File: src/rtl/fp16_pkg.sv
// FP16 format constants, operand classes and status-flag bit positions
// shared by the FP16 multiply post-processing pipeline.
package fp16_pkg;
   localparam int          FP16_BIAS = 15;
   localparam logic [15:0] FP16_QNAN = 16'h7E00;
   localparam logic [15:0] FP16_INF  = 16'h7C00;

   typedef enum logic [1:0] {NORM, ZERO, INF, NAN} fp16_class_t;

   // Positions inside the 4-bit flag word {invalid, overflow, underflow, inexact}
   localparam int FLAG_INEXACT   = 0;
   localparam int FLAG_UNDERFLOW = 1;
   localparam int FLAG_OVERFLOW  = 2;
   localparam int FLAG_INVALID   = 3;

   // Subnormal inputs are classed as zero (flush-to-zero on input).
   function automatic fp16_class_t fp16_classify(input logic [15:0] v);
      fp16_class_t c;
      if (v[14:10] == 5'd0)
         c = ZERO;
      else if (v[14:10] == 5'h1F)
         c = (v[9:0] == 10'd0) ? INF : NAN;
      else
         c = NORM;
      return c;
   endfunction
endpackage

File: src/rtl/fp16_norm_round.sv
// Combinational normalize / round / range / special-case datapath.
// Build with FP_MUL_RNE_EN for round-to-nearest-even, otherwise truncation.
module fp16_norm_round
   import fp16_pkg::*;
(
   input  logic              sign,
   input  logic signed [6:0] exp_sum,
   input  fp16_class_t       class_a,
   input  fp16_class_t       class_b,
   input  logic [21:0]       p,
   output logic [15:0]       result,
   output logic [3:0]        flags
);
   logic [9:0]        mant_n;
   logic [9:0]        mant_r;
   logic              carry;
   logic              round_up;
   logic              lost;
   logic signed [6:0] exp_n;
   logic signed [6:0] exp_r;
   logic              any_nan;
   logic              any_inf;
   logic              any_zero;

   assign mant_n = p[21] ? p[20:11] : p[19:10];
   assign exp_n  = p[21] ? exp_sum + 7'sd1 : exp_sum;

`ifdef FP_MUL_RNE_EN
   logic guard;
   logic sticky;
   assign guard    = p[21] ? p[10] : p[9];
   assign sticky   = p[21] ? |p[9:0] : |p[8:0];
   assign round_up = guard & (sticky | mant_n[0]);
   assign lost     = guard | sticky;
`else
   assign round_up = 1'b0;
   assign lost     = p[21] ? |p[10:0] : |p[9:0];
`endif

   // A carry out of the fraction leaves mant_r at zero and bumps the exponent.
   assign {carry, mant_r} = {1'b0, mant_n} + {10'd0, round_up};
   assign exp_r = carry ? exp_n + 7'sd1 : exp_n;

   assign any_nan  = (class_a == NAN)  || (class_b == NAN);
   assign any_inf  = (class_a == INF)  || (class_b == INF);
   assign any_zero = (class_a == ZERO) || (class_b == ZERO);

   always_comb begin
      result = {sign, exp_r[4:0], mant_r};
      flags  = 4'd0;
      flags[FLAG_INEXACT] = lost;
      if (exp_r >= 7'sd31) begin
         result = FP16_INF | {sign, 15'd0};
         flags[FLAG_OVERFLOW] = 1'b1;
         flags[FLAG_INEXACT]  = 1'b1;
      end else if (exp_r <= 7'sd0) begin
         result = {sign, 15'd0};
         flags[FLAG_UNDERFLOW] = 1'b1;
         flags[FLAG_INEXACT]   = 1'b1;
      end
      // Special operands override whatever the range logic produced.
      if (any_nan || (any_inf && any_zero)) begin
         result = FP16_QNAN;
         flags  = 4'd0;
         flags[FLAG_INVALID] = 1'b1;
      end else if (any_inf) begin
         result = FP16_INF | {sign, 15'd0};
         flags  = 4'd0;
      end else if (any_zero) begin
         result = {sign, 15'd0};
         flags  = 4'd0;
      end
   end
endmodule

File: src/rtl/fp16_mul_post.sv
// FP16 multiply post-processing pipeline: operand decode, normalize/round,
// registered result with valid/ready back-pressure. Rounding mode: FP_MUL_RNE_EN.
module fp16_mul_post
   import fp16_pkg::*;
(
   input  logic        clk,
   input  logic        rst,
   input  logic        in_valid,
   output logic        in_ready,
   input  logic [15:0] op_a,
   input  logic [15:0] op_b,
   input  logic [23:0] product,
   output logic        out_valid,
   input  logic        out_ready,
   output logic [15:0] out_result,
   output logic [3:0]  out_flags
);
   logic              s1_valid;
   logic              s1_sign;
   logic signed [6:0] s1_exp_sum;
   fp16_class_t       s1_class_a;
   fp16_class_t       s1_class_b;
   logic [21:0]       s1_p;

   logic              s2_valid;
   logic              s2_sign;
   logic signed [6:0] s2_exp_sum;
   fp16_class_t       s2_class_a;
   fp16_class_t       s2_class_b;
   logic [21:0]       s2_p;

   logic              out_load;
   logic              s2_load;
   logic              s1_load;
   logic [15:0]       nr_result;
   logic [3:0]        nr_flags;
   logic              unused_product_hi;

   assign unused_product_hi = ^product[23:22];

   // Handshake: a beat moves on any edge where valid && ready. Each register
   // tier loads when it is empty or the tier after it is loading, so a full
   // pipeline still advances every cycle while out_ready is high.
   assign out_load = !out_valid || out_ready;
   assign s2_load  = !s2_valid || out_load;
   assign s1_load  = !s1_valid || s2_load;
   assign in_ready = s1_load;

   fp16_norm_round u_norm_round (
      .sign    (s2_sign),
      .exp_sum (s2_exp_sum),
      .class_a (s2_class_a),
      .class_b (s2_class_b),
      .p       (s2_p),
      .result  (nr_result),
      .flags   (nr_flags)
   );

   always_ff @(posedge clk) begin
      if (rst) begin
         s1_valid   <= 1'b0;
         s1_sign    <= 1'b0;
         s1_exp_sum <= '0;
         s1_class_a <= ZERO;
         s1_class_b <= ZERO;
         s1_p       <= '0;
         s2_valid   <= 1'b0;
         s2_sign    <= 1'b0;
         s2_exp_sum <= '0;
         s2_class_a <= ZERO;
         s2_class_b <= ZERO;
         s2_p       <= '0;
         out_valid  <= 1'b0;
         out_result <= 16'h0000;
         out_flags  <= 4'd0;
      end else begin
         if (out_load) begin
            out_valid <= s2_valid;
            if (s2_valid) begin
               out_result <= nr_result;
               out_flags  <= nr_flags;
            end
         end
         if (s2_load) begin
            s2_valid <= s1_valid;
            if (s1_valid) begin
               s2_sign    <= s1_sign;
               s2_exp_sum <= s1_exp_sum;
               s2_class_a <= s1_class_a;
               s2_class_b <= s1_class_b;
               s2_p       <= s1_p;
            end
         end
         if (s1_load) begin
            s1_valid <= in_valid;
            if (in_valid) begin
               s1_sign    <= op_a[15] ^ op_b[15];
               s1_exp_sum <= $signed({2'b00, op_a[14:10]} + {2'b00, op_b[14:10]}
                                     - 7'(FP16_BIAS));
               s1_class_a <= fp16_classify(op_a);
               s1_class_b <= fp16_classify(op_b);
               s1_p       <= product[21:0];
            end
         end
      end
   end
endmodule
File: config.mk
export PLATFORM = sky130hd
export DESIGN_NAME = fp16_mul_post
export DESIGN_NICKNAME = d
export VERILOG_FILES = /design/src/rtl/fp16_pkg.sv /design/src/rtl/fp16_norm_round.sv /design/src/rtl/fp16_mul_post.sv
export SDC_FILE = /design/constraint.sdc
export NUM_CORES = 1
export LEC_CHECK = 0
export BUFFER_PORTS_ARGS = -buffer_cell sky130_fd_sc_hd__buf_2
export CAP_MARGIN = 30
export CORE_UTILIZATION = 49
export CTS_CLUSTER_DIAMETER = 80
export DETAILED_ROUTE_END_ITERATION = 7
export GPL_ROUTABILITY_DRIVEN = 0
export PLACE_DENSITY = 0.74
export SYNTH_ARGS = -nofsm -noshare
export SYNTH_HDL_FRONTEND = slang
export SYNTH_SLANG_ARGS = --single-unit
File: constraint.sdc
create_clock -name clk -period 1.95 [get_ports clk]
set_input_delay 0.2925 -clock clk [delete_from_list [all_inputs] [get_ports clk]]
set_output_delay 0.2925 -clock clk [all_outputs]
set_load 0.02 [all_outputs]
==> results.sh <==
export IMPL_timing_final_setup_violations=1
export IMPL_number_of_iterations_in_the_first_detailed_routing_pass=4
export IMPL_detailedRoute_firstIterationViolations=157
export IMPL_drt_antenna_violating_nets=0
export IMPL_worst_skew_pair_late_latency_ps=360
export IMPL_hold_viol=0
export IMPL_yosys_top_cells_count="148 x sky130_fd_sc_hd__nand2_1, 91 x sky130_fd_sc_hd__dfxtp_1, 70 x sky130_fd_sc_hd__a21oi_1"
export IMPL_synth_distinct_cells=51
export IMPL_synth_most_common_cell="sky130_fd_sc_hd__nand2_1"
export IMPL_maxCapViolCount=0
export IMPL_rows=32
export IMPL_floorplan_core_area_um2=7770
export IMPL_place_inst=661
export IMPL_diodes=0
export IMPL_dieArea_um2=8450
export IMPL_routed_wire_length_per_instance_um=13.6
export IMPL_hpwl_dp_um=6610
export IMPL_ys_warnings_count=0
export IMPL_clock_fmax_mhz=510
export IMPL_grt_overflow_total=0
export IMPL_number_of_global_route_vias_before_repair=3494
export IMPL_static_leakage_power_nw=1.98
export IMPL_grt_most_used_layer="met2"
export IMPL_worstSetupStartpoint="s2_exp_sum[0]$_SDFFE_PP0P_"
export IMPL_die_width_um=91.9
export IMPL_pin_count_of_the_biggest_net_entering_global_routing=50
export IMPL_synth_top_flop_cell="sky130_fd_sc_hd__dfxtp_1"
export IMPL_globalRouteMet1Util_pct=30.4
export IMPL_numCtsBuffers=9
export IMPL_hold_worst_slack_ps=160
export IMPL_ioPinCount=82
export IMPL_globalRouteTotalUtil_pct=23.2
export IMPL_antenna_found_initial=0
export IMPL_timing_rr_end="out_result[5]$_SDFFE_PP0P_"
export IMPL_area_share_of_the_leading_cell_type_in_the_synthesized_netlist_pct=46.0
export IMPL_mappedNetlistNets=555
export IMPL_number_of_flops_mapped_to_enable_cells_by_yosys=0
export IMPL_postLayoutSetupSlackWorst_ps=-9.05
export IMPL_endpoint="out_result[5]$_SDFFE_PP0P_"
export IMPL_dr_total_vias=3600
export IMPL_async_flop_share_pct=0
export IMPL_fill_cells=685
export IMPL_worst_endpoint_arrival_ps=2230
export IMPL_cts_tree="yes"
export IMPL_post_route_cell_area_um2=4900
export IMPL_clock_sinks=91
export IMPL_grt_pass1_wl_um=15800
export IMPL_period_share_pct=100
export IMPL_timing_critical_path_required_ps=2220
export IMPL_synth_area_um2=3960
export IMPL_outcome="finished, violations left"
export IMPL_cp_cell_sequence="buf_4 > nand4_1 > xnor2_2 > o211a_1 > mux2i_4 > buf_4 > o41ai_1"
export IMPL_synth_register_bits=91
export IMPL_crit_path_max_incr_delay_ps=370
export IMPL_layout_min_cycle_time_ps=1960
export IMPL_timing_final_max_slew_violations=0
export IMPL_power_density_nw_per_um2=764
export IMPL_stdcell_count=680
export IMPL_hold_path_class="in2reg"
export IMPL_relSlewSlack_pct=60.3
export IMPL_design_final_nets=644
export IMPL_tightest_slew_ps=590
export IMPL_area_growth_syn_to_layout_pct=23.7
export IMPL_io_buffer_count=79
export IMPL_clock_path_buffers=2
export IMPL_clock_skew_final_ps=13.2
export IMPL_timing_critical_path_from_type="register"
export IMPL_violations="setup timing"
export IMPL_number_of_hold_buffers_added_after_cts=0
export IMPL_met3_usage_pct=3.23
export IMPL_cp_top_delay_family="compound AO/OA/AOI/OAI gates"
export IMPL_ctsRootBufferMaster="sky130_fd_sc_hd__clkbuf_8"
export IMPL_cp_num_buf_inv=2
export IMPL_dpl_cell_area_um2=4550
export IMPL_syn_instance_count=484
export IMPL_routed_via_density=5.29
export IMPL_cp_depth=7
export IMPL_synthesis_area_per_instance_um2=8.19
export IMPL_r2r_slack_ps=-9
export IMPL_synth_largest_area_cell="sky130_fd_sc_hd__dfxtp_1"
export IMPL_die_h_um=91.9
export IMPL_worstReg2RegStart="s2_exp_sum[0]$_SDFFE_PP0P_"
export IMPL_seq_area_frac_synth_pct=46.0
export IMPL_timing_critical_path_mode_cell="sky130_fd_sc_hd__buf_4"
export IMPL_timing_critical_path_fanout_max=7
export IMPL_cts_htree_levels=3
export IMPL_worst_ir_drop_vdd_uv=544
export IMPL_tns_ps=-9.05
export IMPL_routed_wirelength_um=9270
export IMPL_clkSlewWorstSetupHoldPaths_ps=100
export IMPL_crit_slowest_cell="sky130_fd_sc_hd__dfxtp_2"
export IMPL_drc=0
export IMPL_yosys_top_cells_area="sky130_fd_sc_hd__dfxtp_1 46%, sky130_fd_sc_hd__nand2_1 14%, sky130_fd_sc_hd__a21oi_1 8.8%"
export IMPL_layout_drive_gt1_share_pct=27.0
export IMPL_preCtsSetupSlack_ps=-150
export IMPL_worst_setup_path_end_kind="register"
export IMPL_critical_path_class="reg2reg"
export IMPL_timing_reg2reg_worst_path_depth=7
export IMPL_start_util_pct=51.0
export IMPL_grt_setup_unrepaired="yes"
export IMPL_grt_met2_usage_pct=38.3
[metal layers]
| metal | up-vias | wire length (µm) |
|---|---|---|
| met2 | 70 | 4520 |
| met1 | 1665 | 4270 |
| li1 | 1849 | - |
| met5 | - | 0 |
| met3 | 16 | 274 |
| met4 | 0 | 194 |
[layout make-up]
class	count	area, µm²	area share [%]
clock buffer	10	128	2.60
clock inverter	6	72.6	1.48
inverter	11	41.3	0.842
multi-input combinational	351	2080	42.3
sequential	91	1830	37.2
tap	102	128	2.60
timing repair buffer	109	632	12.9
[worst reg2reg max path: stages, from the launching register on]
cell	delay [ps]
sky130_fd_sc_hd__dfxtp_2	370
sky130_fd_sc_hd__buf_4	170
sky130_fd_sc_hd__nand4_1	220
sky130_fd_sc_hd__xnor2_2	260
sky130_fd_sc_hd__o211a_1	260
sky130_fd_sc_hd__mux2i_4	100
sky130_fd_sc_hd__buf_4	170
sky130_fd_sc_hd__o41ai_1	320
[flip-flops by register name (all words and copies together) (netlist names)]
| name | count |
|---|---|
| s2_exp_sum | 7 |
| s2_sign | 1 |
| s2_p | 22 |
| s2_class_a | 2 |
| s1_p | 22 |
| out_flags | 4 |
| s2_valid | 1 |
| out_valid | 1 |
| out_result | 16 |
| s1_exp_sum | 7 |
| s1_class_a | 2 |
| s2_class_b | 2 |
| s1_class_b | 2 |
| s1_sign | 1 |
| s1_valid | 1 |
[kinds of logic after synthesis]
group | count (synthesis) | synth area share (%)
and+or+nand+nor | 204 | 21.9
adders and majority gates | 11 | 3.66
AOI/OAI and AO/OA | 117 | 19.1
DFF | 91 | 46.0
buffers and inverters | 42 | 4.80
xor gates and xnor gates | 8 | 1.77
muxes | 11 | 2.81
[worst min path at each step]
stage | endpoint | slack (ps) | cells after the start | from
detailed placement | out_result[2]$_SDFFE_PP0P_ | 440 | 2 | out_result[2]$_SDFFE_PP0P_
finish | s1_p[14]$_SDFFE_PP0P_ | 160 | 3 | product[14]
CTS | s1_p[14]$_SDFFE_PP0P_ | 150 | 3 | product[14]
floorplan | s1_p[0]$_SDFFE_PP0P_ | 430 | 2 | product[0]
global placement | out_result[2]$_SDFFE_PP0P_ | 430 | 2 | out_result[2]$_SDFFE_PP0P_
global route | s1_p[17]$_SDFFE_PP0P_ | 150 | 3 | product[17]
[through the flow]
step | utilization, % | total power [W]
global placement | 58.5 | 0.00243
CTS | 61.5 | 0.00373
finish | 63.1 | 0.00375
global route | 63.1 | 0.00392
detailed placement | 58.5 | 0.00245
floorplan | - | 0.00228
[power by group]
part | total (W) | switching, W | internal (W)
Clock | 0.00131 | 0.000701 | 0.000606
Sequential | 0.00198 | 0.0000466 | 0.00193
Combinational | 0.000466 | 0.000256 | 0.000210
[layout by cell type (no fill, tap or decap), types with 2 or more instances in the layout]
| master | netlist | final |
|---|---|---|
| sky130_fd_sc_hd__a2111oi_2 | 0 | 2 |
| sky130_fd_sc_hd__a211o_1 | 2 | 2 |
| sky130_fd_sc_hd__a211oi_1 | 4 | 4 |
| sky130_fd_sc_hd__a21o_1 | 2 | 2 |
| sky130_fd_sc_hd__a21oi_1 | 70 | 70 |
| sky130_fd_sc_hd__a22oi_1 | 3 | 3 |
| sky130_fd_sc_hd__and2_1 | 2 | 2 |
| sky130_fd_sc_hd__buf_2 | 0 | 79 |
| sky130_fd_sc_hd__buf_4 | 0 | 27 |
| sky130_fd_sc_hd__buf_6 | 3 | 3 |
| sky130_fd_sc_hd__clkbuf_8 | 1 | 9 |
| sky130_fd_sc_hd__clkinvlp_4 | 0 | 3 |
| sky130_fd_sc_hd__dfxtp_1 | 91 | 87 |
| sky130_fd_sc_hd__dfxtp_2 | 0 | 4 |
| sky130_fd_sc_hd__ha_1 | 10 | 9 |
| sky130_fd_sc_hd__inv_1 | 11 | 11 |
| sky130_fd_sc_hd__mux2i_1 | 10 | 9 |
| sky130_fd_sc_hd__nand2_1 | 148 | 148 |
| sky130_fd_sc_hd__nand2b_1 | 3 | 3 |
| sky130_fd_sc_hd__nand3_1 | 4 | 4 |
| sky130_fd_sc_hd__nand3b_1 | 2 | 2 |
| sky130_fd_sc_hd__nand4_1 | 6 | 6 |
| sky130_fd_sc_hd__nor2_1 | 18 | 17 |
| sky130_fd_sc_hd__nor3_1 | 4 | 3 |
| sky130_fd_sc_hd__nor4_1 | 4 | 4 |
| sky130_fd_sc_hd__o211a_1 | 2 | 2 |
| sky130_fd_sc_hd__o21a_1 | 4 | 4 |
| sky130_fd_sc_hd__o221a_2 | 2 | 2 |
| sky130_fd_sc_hd__o41ai_1 | 11 | 6 |
| sky130_fd_sc_hd__o41ai_2 | 0 | 5 |
| sky130_fd_sc_hd__or3_1 | 2 | 2 |
| sky130_fd_sc_hd__or4_1 | 5 | 4 |
| sky130_fd_sc_hd__xnor2_1 | 5 | 4 |
| sky130_fd_sc_hd__xor2_1 | 3 | 2 |
[what timing repair did]
action                                 CTS  global route
setup endpoints to repair               11            14
gates cloned                             0             1
endpoints found under the hold margin    0             0
pin swaps                                0             7
buffers inserted                         0             2
resized for setup                        7            24
Power figures use the tool's default switching activity.
